[src/rtl/rpn_pkg.sv]
// rpn_pkg -- definitions shared by the RPN calculator's push and pop paths.
//   * default stack entry / stack pointer widths
//   * pop-side FSM state encoding
//   * seven-segment glyphs (active-low, bit order g f e d c b a)
package rpn_pkg;

    localparam int RPN_DATA_W = 8;
    localparam int RPN_ADDR_W = 8;

    typedef enum logic [2:0] {
        POP_IDLE  = 3'd0,
        POP_RD_A  = 3'd1,
        POP_CAP_A = 3'd2,
        POP_CAP_B = 3'd3,
        POP_DONE  = 3'd4,
        POP_ERR   = 3'd5
    } pop_state_t;

    localparam logic [6:0] SEG_BLANK = 7'h7F;
    localparam logic [6:0] SEG_MINUS = 7'h3F;
    localparam logic [6:0] SEG_E     = 7'h06;
    localparam logic [6:0] SEG_R     = 7'h2F;
    localparam logic [6:0] SEG_U     = 7'h41;

endpackage

[src/rtl/reg_load_enable.sv]
// reg_load_enable -- W-bit holding register with load enable.
//   clk   : clock
//   rst_n : asynchronous active-low reset, clears q
//   load  : when high, q takes d on the rising edge
//   d     : data in
//   q     : held value
module reg_load_enable #(
    parameter int W = 8
) (
    input  logic         clk,
    input  logic         rst_n,
    input  logic         load,
    input  logic [W-1:0] d,
    output logic [W-1:0] q
);

    always_ff @(posedge clk or negedge rst_n) begin
        if (!rst_n) begin
            q <= '0;
        end else if (load) begin
            q <= d;
        end
    end

endmodule

[src/rtl/rpn_stack_reader.sv]
// rpn_stack_reader -- pop-side controller for the RPN operand stack.
// Reads one or two entries from the top of the stack RAM, presents them as
// operands and returns the decremented stack pointer for the top level.
//   CLOCK_50  : system clock
//   reset_n   : asynchronous active-low reset
//   sp_in     : current stack pointer (entry count; top entry at sp_in-1)
//   pop_req   : start a pop (sampled only in IDLE)
//   pop_two   : with pop_req, 1 = pop two entries, 0 = pop one
//   mem_q     : stack RAM read data (synchronous read, 1-cycle latency)
//   rd_addr   : stack RAM read address (muxed onto the RAM while busy)
//   busy      : high in every non-IDLE state
//   operand_a : top-of-stack value
//   operand_b : next value (meaningful after a two-pop only)
//   valid     : one-cycle pulse when operands are final
//   sp_out    : new stack pointer
//   sp_load   : one-cycle pulse with valid; top level loads sp_out
//   underflow : one-cycle pulse on a rejected pop
//   state_dbg : current FSM state
//
// Handshake: pop_req is a level request taken only in IDLE; there is no
// ready output, busy high means any request is dropped (not queued). Results
// are announced by the single-cycle valid/sp_load pulse or underflow pulse.
module rpn_stack_reader
    import rpn_pkg::*;
#(
    parameter int DATA_W = RPN_DATA_W,
    parameter int ADDR_W = RPN_ADDR_W
) (
    input  logic              CLOCK_50,
    input  logic              reset_n,
    input  logic [ADDR_W-1:0] sp_in,
    input  logic              pop_req,
    input  logic              pop_two,
    input  logic [DATA_W-1:0] mem_q,
    output logic [ADDR_W-1:0] rd_addr,
    output logic              busy,
    output logic [DATA_W-1:0] operand_a,
    output logic [DATA_W-1:0] operand_b,
    output logic              valid,
    output logic [ADDR_W-1:0] sp_out,
    output logic              sp_load,
    output logic              underflow,
    output pop_state_t        state_dbg
);

    pop_state_t        state, state_next;
    logic [ADDR_W-1:0] sp_r;
    logic              two_r;
    logic              reject;

    // Underflow is decided from the live inputs on the accept cycle, so the
    // decrements below can never wrap.
    assign reject = pop_two ? (sp_in < ADDR_W'(2)) : (sp_in == '0);

    always_ff @(posedge CLOCK_50 or negedge reset_n) begin
        if (!reset_n) begin
            state <= POP_IDLE;
        end else begin
            state <= state_next;
        end
    end

    always_comb begin
        state_next = state;
        case (state)
            POP_IDLE:  if (pop_req) state_next = reject ? POP_ERR : POP_RD_A;
            POP_RD_A:  state_next = POP_CAP_A;
            POP_CAP_A: state_next = two_r ? POP_CAP_B : POP_DONE;
            POP_CAP_B: state_next = POP_DONE;
            POP_DONE:  state_next = POP_IDLE;
            POP_ERR:   state_next = POP_IDLE;
            default:   state_next = POP_IDLE;
        endcase
    end

    // rd_addr is registered one cycle ahead of the state that owns it: it
    // already holds sp-1 during RD_A and sp-2 during CAP_A, and otherwise
    // keeps its last value.
    always_ff @(posedge CLOCK_50 or negedge reset_n) begin
        if (!reset_n) begin
            sp_r    <= '0;
            two_r   <= 1'b0;
            rd_addr <= '0;
            sp_out  <= '0;
        end else begin
            case (state)
                POP_IDLE: begin
                    if (pop_req) begin
                        sp_r  <= sp_in;
                        two_r <= pop_two;
                        if (!reject) rd_addr <= sp_in - ADDR_W'(1);
                    end
                end
                POP_RD_A: begin
                    if (two_r) rd_addr <= sp_r - ADDR_W'(2);
                end
                POP_CAP_A: begin
                    if (!two_r) sp_out <= sp_r - ADDR_W'(1);
                end
                POP_CAP_B: begin
                    sp_out <= sp_r - ADDR_W'(2);
                end
                default: ;
            endcase
        end
    end

    reg_load_enable #(.W(DATA_W)) u_operand_a (
        .clk   (CLOCK_50),
        .rst_n (reset_n),
        .load  (state == POP_CAP_A),
        .d     (mem_q),
        .q     (operand_a)
    );

    reg_load_enable #(.W(DATA_W)) u_operand_b (
        .clk   (CLOCK_50),
        .rst_n (reset_n),
        .load  (state == POP_CAP_B),
        .d     (mem_q),
        .q     (operand_b)
    );

    assign busy      = (state != POP_IDLE);
    assign valid     = (state == POP_DONE);
    assign sp_load   = (state == POP_DONE);
    assign underflow = (state == POP_ERR);
    assign state_dbg = state;

endmodule

[config.mk]
export PLATFORM = sky130hd
export DESIGN_NAME = rpn_stack_reader
export DESIGN_NICKNAME = d
export VERILOG_FILES = /design/src/rtl/rpn_pkg.sv /design/src/rtl/reg_load_enable.sv /design/src/rtl/rpn_stack_reader.sv
export SDC_FILE = /design/constraint.sdc
export NUM_CORES = 1
export LEC_CHECK = 0
export BUFFER_PORTS_ARGS = -buffer_cell sky130_fd_sc_hd__buf_2
export CAP_MARGIN = 5
export CORE_MARGIN = 1
export CORE_UTILIZATION = 55
export DETAILED_ROUTE_END_ITERATION = 10
export GPL_TIMING_DRIVEN = 0
export PLACE_DENSITY = 0.89
export SYNTH_ARGS = -nofsm -noshare
export SYNTH_HDL_FRONTEND = slang
export SYNTH_HIERARCHICAL = 1
export SYNTH_SLANG_ARGS = --single-unit
[constraint.sdc]
create_clock -name CLOCK_50 -period 4.6 [get_ports CLOCK_50]
set_clock_uncertainty 0.1 [all_clocks]
set_input_delay 0.46 -clock CLOCK_50 [delete_from_list [all_inputs] [get_ports CLOCK_50]]
set_output_delay 0.46 -clock CLOCK_50 [all_outputs]
set_load 0.02 [all_outputs]
* Yosys cells after proc, flatten, opt, wreduce, memory -nomap -nowiden
Index checks and enable logic that the tools add are counted.
** Cells by class
- Add/sub/neg operators :: 3
- Order comparisons :: 1
- Equal/unequal tests :: 9
- Multiplexer cells :: 11
- Reductions and logical operators :: 8
** Operators by type and width (number)
- $mux W8 :: 4
- $pmux W8 S2 :: 2
- $sub A8 B1 Y8 const B :: 2
- $pmux W3 S4 :: 1
- $mux W3 :: 3
- $logic_not A8 Y1 :: 1
- $lt A8 B2 Y1 const B :: 1
- $ne A2 B2 Y1 const B :: 4
- $sub A8 B2 Y8 const B :: 1
- $eq A3 B2 Y1 const B :: 2
- $eq A3 B3 Y1 const B :: 2
- $reduce_and A2 Y1 :: 2
- $reduce_and A4 Y1 :: 1
- $reduce_bool A2 Y1 :: 2
- $eq A3 B1 Y1 const B :: 1
- $logic_not A3 Y1 :: 1
- $reduce_bool A3 Y1 :: 1
- $mux W1 :: 1
** Word-level totals
- Bits in registers :: 44
- Bits of input ports :: 20
- Output and inout bits :: 39
- Word-level logic and storage cells :: 39

* Depth between registers and ports, before layout
- Depth after elaboration :: 5
- Mapped depth :: 7

* Cells and area by module
Netlist, hierarchy kept.
** Modules (own cells, without submodules)
- rpn_stack_reader :: times used 1, cells an instance 158, area an instance 1591.5 µm², sequential area each 700.7 µm²
- reg_load_enable :: times used 2, cells an instance 17, area an instance 331.6 µm², sequential area each 200.2 µm²

* Worst setup path after synthesis
Ideal clock, no wire load.
- Path kind :: input to register
- Start :: input sp_in[2]
- End :: register rd_addr[0]
- Library setup time :: 0.125 ns
- Arrival :: 2.149 ns
- Required time :: 4.375 ns
- Path slack :: 2.226 ns
- Stages on the path :: 4
- Buffers on the path :: 0
- Cell sequence :: or4_4 or4_4 a22oi_4 mux2_2
** On the way
- Longest elaborated chain between the ends :: 4
** Ends and longest elaborated chain
- from (decl) :: RTL line rpn_stack_reader.sv:31 : input logic [ADDR_W-1:0] sp_in,
- $lt A8 B2 Y1 or $logic_not A8 Y1 (tied branches) :: RTL line rpn_stack_reader.sv:53 : assign reject = pop_two ? (sp_in < ADDR_W'(2)) : (sp_in == '0);
- $mux W1 (*) :: RTL line rpn_stack_reader.sv:53
- $ne A2 B2 Y1 (no line) (*)
- $reduce_and A4 Y1 (no line) (*)
- to (signal assigned) :: RTL line rpn_stack_reader.sv:91 : if (!reject) rd_addr <= sp_in - ADDR_W'(1);
- to (signal assigned) :: RTL line rpn_stack_reader.sv:95 : if (two_r) rd_addr <= sp_r - ADDR_W'(2);
- to (decl) :: RTL line rpn_stack_reader.sv:35 : output logic [ADDR_W-1:0] rd_addr,
Every way passes the cells marked *; elsewhere a longest branch is shown, timed or not.
A chain may end at the register's enable or synchronous reset.

* Worst setup path after layout
- Start :: register state[1] (netlist: state_dbg[1])
- End :: register sp_r[7]
** On the way
- Longest elaborated chain between the ends :: 2
** Ends and longest elaborated chain
- from (decl) :: RTL line rpn_stack_reader.sv:46 : pop_state_t state, state_next;
- from (signal assigned) :: RTL line rpn_stack_reader.sv:59 : state <= state_next;
- $logic_not A3 Y1 :: RTL line rpn_stack_reader.sv:86 : case (state)
- $reduce_and A2 Y1 (no line)
- to (signal assigned) :: RTL line rpn_stack_reader.sv:89 : sp_r <= sp_in;
- to (decl) :: RTL line rpn_stack_reader.sv:47 : logic [ADDR_W-1:0] sp_r;
Every way passes these cells.

==> run metrics <==
post-CTS sizing=0; prevailing post-synth register cell=sky130_fd_sc_hd__dfrtp_1; synthesis warning total=6; Iter 0 DRT Violations=118; overall track demand over capacity in global routing=between 20% and 30%; number of vias per cell after detailed routing=roughly 5.3; vias in the first global route=1577; Sink Count=between 40 and 50; width of the die=between 60 and 70 um; antenna cell count=0; DRC errors left=0; area used by multi-input combinational logic=between 0.001 and 0.0015 mm2; floorplan die height=roughly 66 um; Slew Limit Headroom=between 30% and 40%; syn nets=around 220; TNS Setup=0 ns; GR Overflow Total=0; run status=complete, no violations; portion of the post-synthesis area used by sequential elements=about half; CTS hold repair buffers=0; highest achievable clock rate=about 0.42 GHz; Placement Setup Slack=approximately 2 ns; RD Place Congestion=0.8066; Placed Instance Area=between 0.002 and 0.003 mm2; number of enable-type register cells in the synthesized netlist=0; filler cell count in the final layout=roughly 280; number of cells traversed by the worst register-to-register path=5; setup slack of the most critical reg-to-reg path=2.20 ns; antenna violations before repair=0; data arrival time of the worst path=2.49 ns; share of flip-flops with an asynchronous set or reset after synthesis=100.0%; worst setup slack after layout=between 2 and 2.5 ns; clock period minus worst slack=2.399 ns; leakage power=between 1 and 1.5 nW; largest vdd supply drop=roughly 0.37 mV; Post-Syn Instances=between 150 and 200; level count of the clock H-tree=2; maximum number of pins on one net before global-route repair=45; pwr dens=approximately 800 mW/mm2; Detailed Route WL=~4400 um; number of buffer cells added on primary ports=58; syn avg cell area=11.74 um2; class of the tightest hold or removal check=in -> async; critical path type=reg -> reg; length of the first detailed-routing pass in iterations=4; CTS root buffer=sky130_fd_sc_hd__clkbuf_8; area leader, netlist=sky130_fd_sc_hd__dfrtp_1; setup repair after global routing missed its margin=false; DIE AREA=~0.0044 mm2; ratio of final minimum period to clock period=a little over half; type of element launching the critical path=flip-flop; data required time of the worst path=4.69 ns; Total Nets Final=282; Floorplan Core Area=between 0.003 and 0.004 mm2; number of endpoints with negative hold slack in the final report=0; Initial Utilization=between 50% and 60%; worst-case clock buffer depth=2; number of max-cap violations=0; row count=22; number of setup buffers added after CTS=0; final count of pins violating max slew=0; HPWL after detailed placement=between 3000 and 4000 um; Reg2Reg Capture Point=sp_r[7]; post-synth cell types=31; clock transition at the register clock pins on the worst setup and hold paths after CTS=~0.080 ns; Yosys top cell area share=between 40% and 50%; number of clock buffers inserted by TritonCTS=5; via count of the routed design=between 1500 and 2000; number of synthesized register bits=44; final routed wire length divided by cell count=approximately 14 um; later-pin clock latency in the skew report=0.30 ns; final count of negative-setup-slack endpoints=0; Layout area overhead=20.70%; reg-to-reg startpoint=state_dbg[1]; post-layout instance area=~0.0027 mm2; post-route ant nets=0; TritonCTS clock tree=yes; total power after layout=2.164 mW; Area contributors post-synth=sky130_fd_sc_hd__dfrtp_1, sky130_fd_sc_hd__mux2_4, sky130_fd_sc_hd__mux2_2, sky130_fd_sc_hd__xnor2_1, sky130_fd_sc_hd__nor2_1; top fanout value on the critical path=10; num ports=59; Sequential Area=~0.0011 mm2; crit path capture type=flip-flop; first-pass GRT wire length=just over 7000 um; post-synthesis instance area=0.002255 mm2; transition time of the tightest slew-check pin=roughly 0.94 ns; share of final-layout standard cells stronger than drive strength 1=between 40% and 50%
-- how the worst max path moves through the flow --
stage | slack, ns | start | to | depth (start not counted)
finish | 2.20 | state_dbg[1] | sp_r[7] | 5
global route | 2.06 | state_dbg[0] | two_r | 5
CTS | 2.20 | state_dbg[1] | sp_r[7] | 5
detailed placement | 1.94 | sp_in[2] | rd_addr[0] | 5
global placement | 1.98 | sp_in[2] | rd_addr[5] | 5
floorplan | 2.23 | sp_in[2] | rd_addr[0] | 4
-- flip-flops by register name, summed over array words and instances (netlist names) --
name           count
u_operand_a/q      8
two_r              1
sp_out             8
u_operand_b/q      8
rd_addr            8
state_dbg          3
sp_r               8
-- where the power goes --
group / switching [mW] / internal, mW / leakage (nW)
sequential: 0.127 / 0.586 / 0.520
combinational: 0.623 / 0.530 / 0.732
clock: 0.134 / 0.163 / 0.0583
-- layout make-up --
class,instances,area share [%]
clock buffers,5,2.529
plain buffers,9,1.931
well taps,48,2.207
repair buffers,58,10.67
multi-input cells,130,39.22
clock inverters,3,1.747
inverters,9,1.241
flip-flops and latches,44,40.46
-- cells by family after synthesis --
| logic type | Yosys count | share of synthesized area (%) |
|---|---|---|
| adders and majority gates | 5 | 2.775 |
| DFF | 44 | 48.83 |
| xor gates and xnor gates | 17 | 6.604 |
| muxes | 38 | 21.42 |
| and+or+nand+nor | 49 | 10.71 |
| AOI/OAI and AO/OA | 21 | 5.827 |
| buffers and inverters | 18 | 3.829 |
-- through the flow --
stage	hold slack [ns]	instances	util (%)
2_1_floorplan	0.06441	192	-
3_3_place_gp	0.3844	298	68.58
3_5_place_dp	0.3888	298	68.58
4_1_cts	0.2320	306	71.64
5_1_grt	0.2901	306	71.64
6_report	0.2029	306	71.64
-- layer usage --
layer  vias to the layer above  global-route usage [%]  part of all wire (%)
met5                         -                       0                     0
met4                         0                   6.915                   1.1
met3                         6                   5.172                   5.3
met2                        54                   38.27                    49
met1                       786                   26.89                    44
li1                        790                       -                     -
-- cells in the final DEF, fill, tap and decap left out, drive strengths merged --
cell type  synthesis  layout
buf                3      61
inv                9       9
mux2              34      34
o22a               1       1
nand3              1       1
nand3b             1       1
nand2             11      11
nor2b              1       1
a22oi              1       1
nor4               1       1
or3                2       2
xnor2              9       9
bufinv             0       1
clkbuf             6      11
a31oi              2       2
nand2b             2       2
clkinv             0       2
nor3b              1       1
o21ai              6       6
xor2               8       8
o31ai              1       1
mux2i              4       4
ha                 5       5
a21oi             10      10
nor2              19      19
or3b               1       1
or4                3       3
nor3               6       6
dfrtp             44      44
-- synthesized netlist by cell type (4+ instances only) --
library cell	n
sky130_fd_sc_hd__nand2_1	11
sky130_fd_sc_hd__mux2_2	18
sky130_fd_sc_hd__xor2_1	8
sky130_fd_sc_hd__xnor2_1	9
sky130_fd_sc_hd__mux2_4	16
sky130_fd_sc_hd__o21ai_0	6
sky130_fd_sc_hd__a21oi_1	10
sky130_fd_sc_hd__nor2_1	19
sky130_fd_sc_hd__dfrtp_1	44
sky130_fd_sc_hd__mux2i_1	4
sky130_fd_sc_hd__clkbuf_1	6
sky130_fd_sc_hd__nor3_1	6
sky130_fd_sc_hd__inv_1	9
sky130_fd_sc_hd__ha_1	5
-- worst max-delay path: stages, from the launching register on --
cell and delay (ns):
sky130_fd_sc_hd__dfrtp_1 0.38, sky130_fd_sc_hd__clkbuf_1 0.17, sky130_fd_sc_hd__or3_1 0.43, sky130_fd_sc_hd__nor2_1 0.37, sky130_fd_sc_hd__clkbuf_1 0.44, sky130_fd_sc_hd__mux2_2 0.39
(Power assumes the default switching activity.)
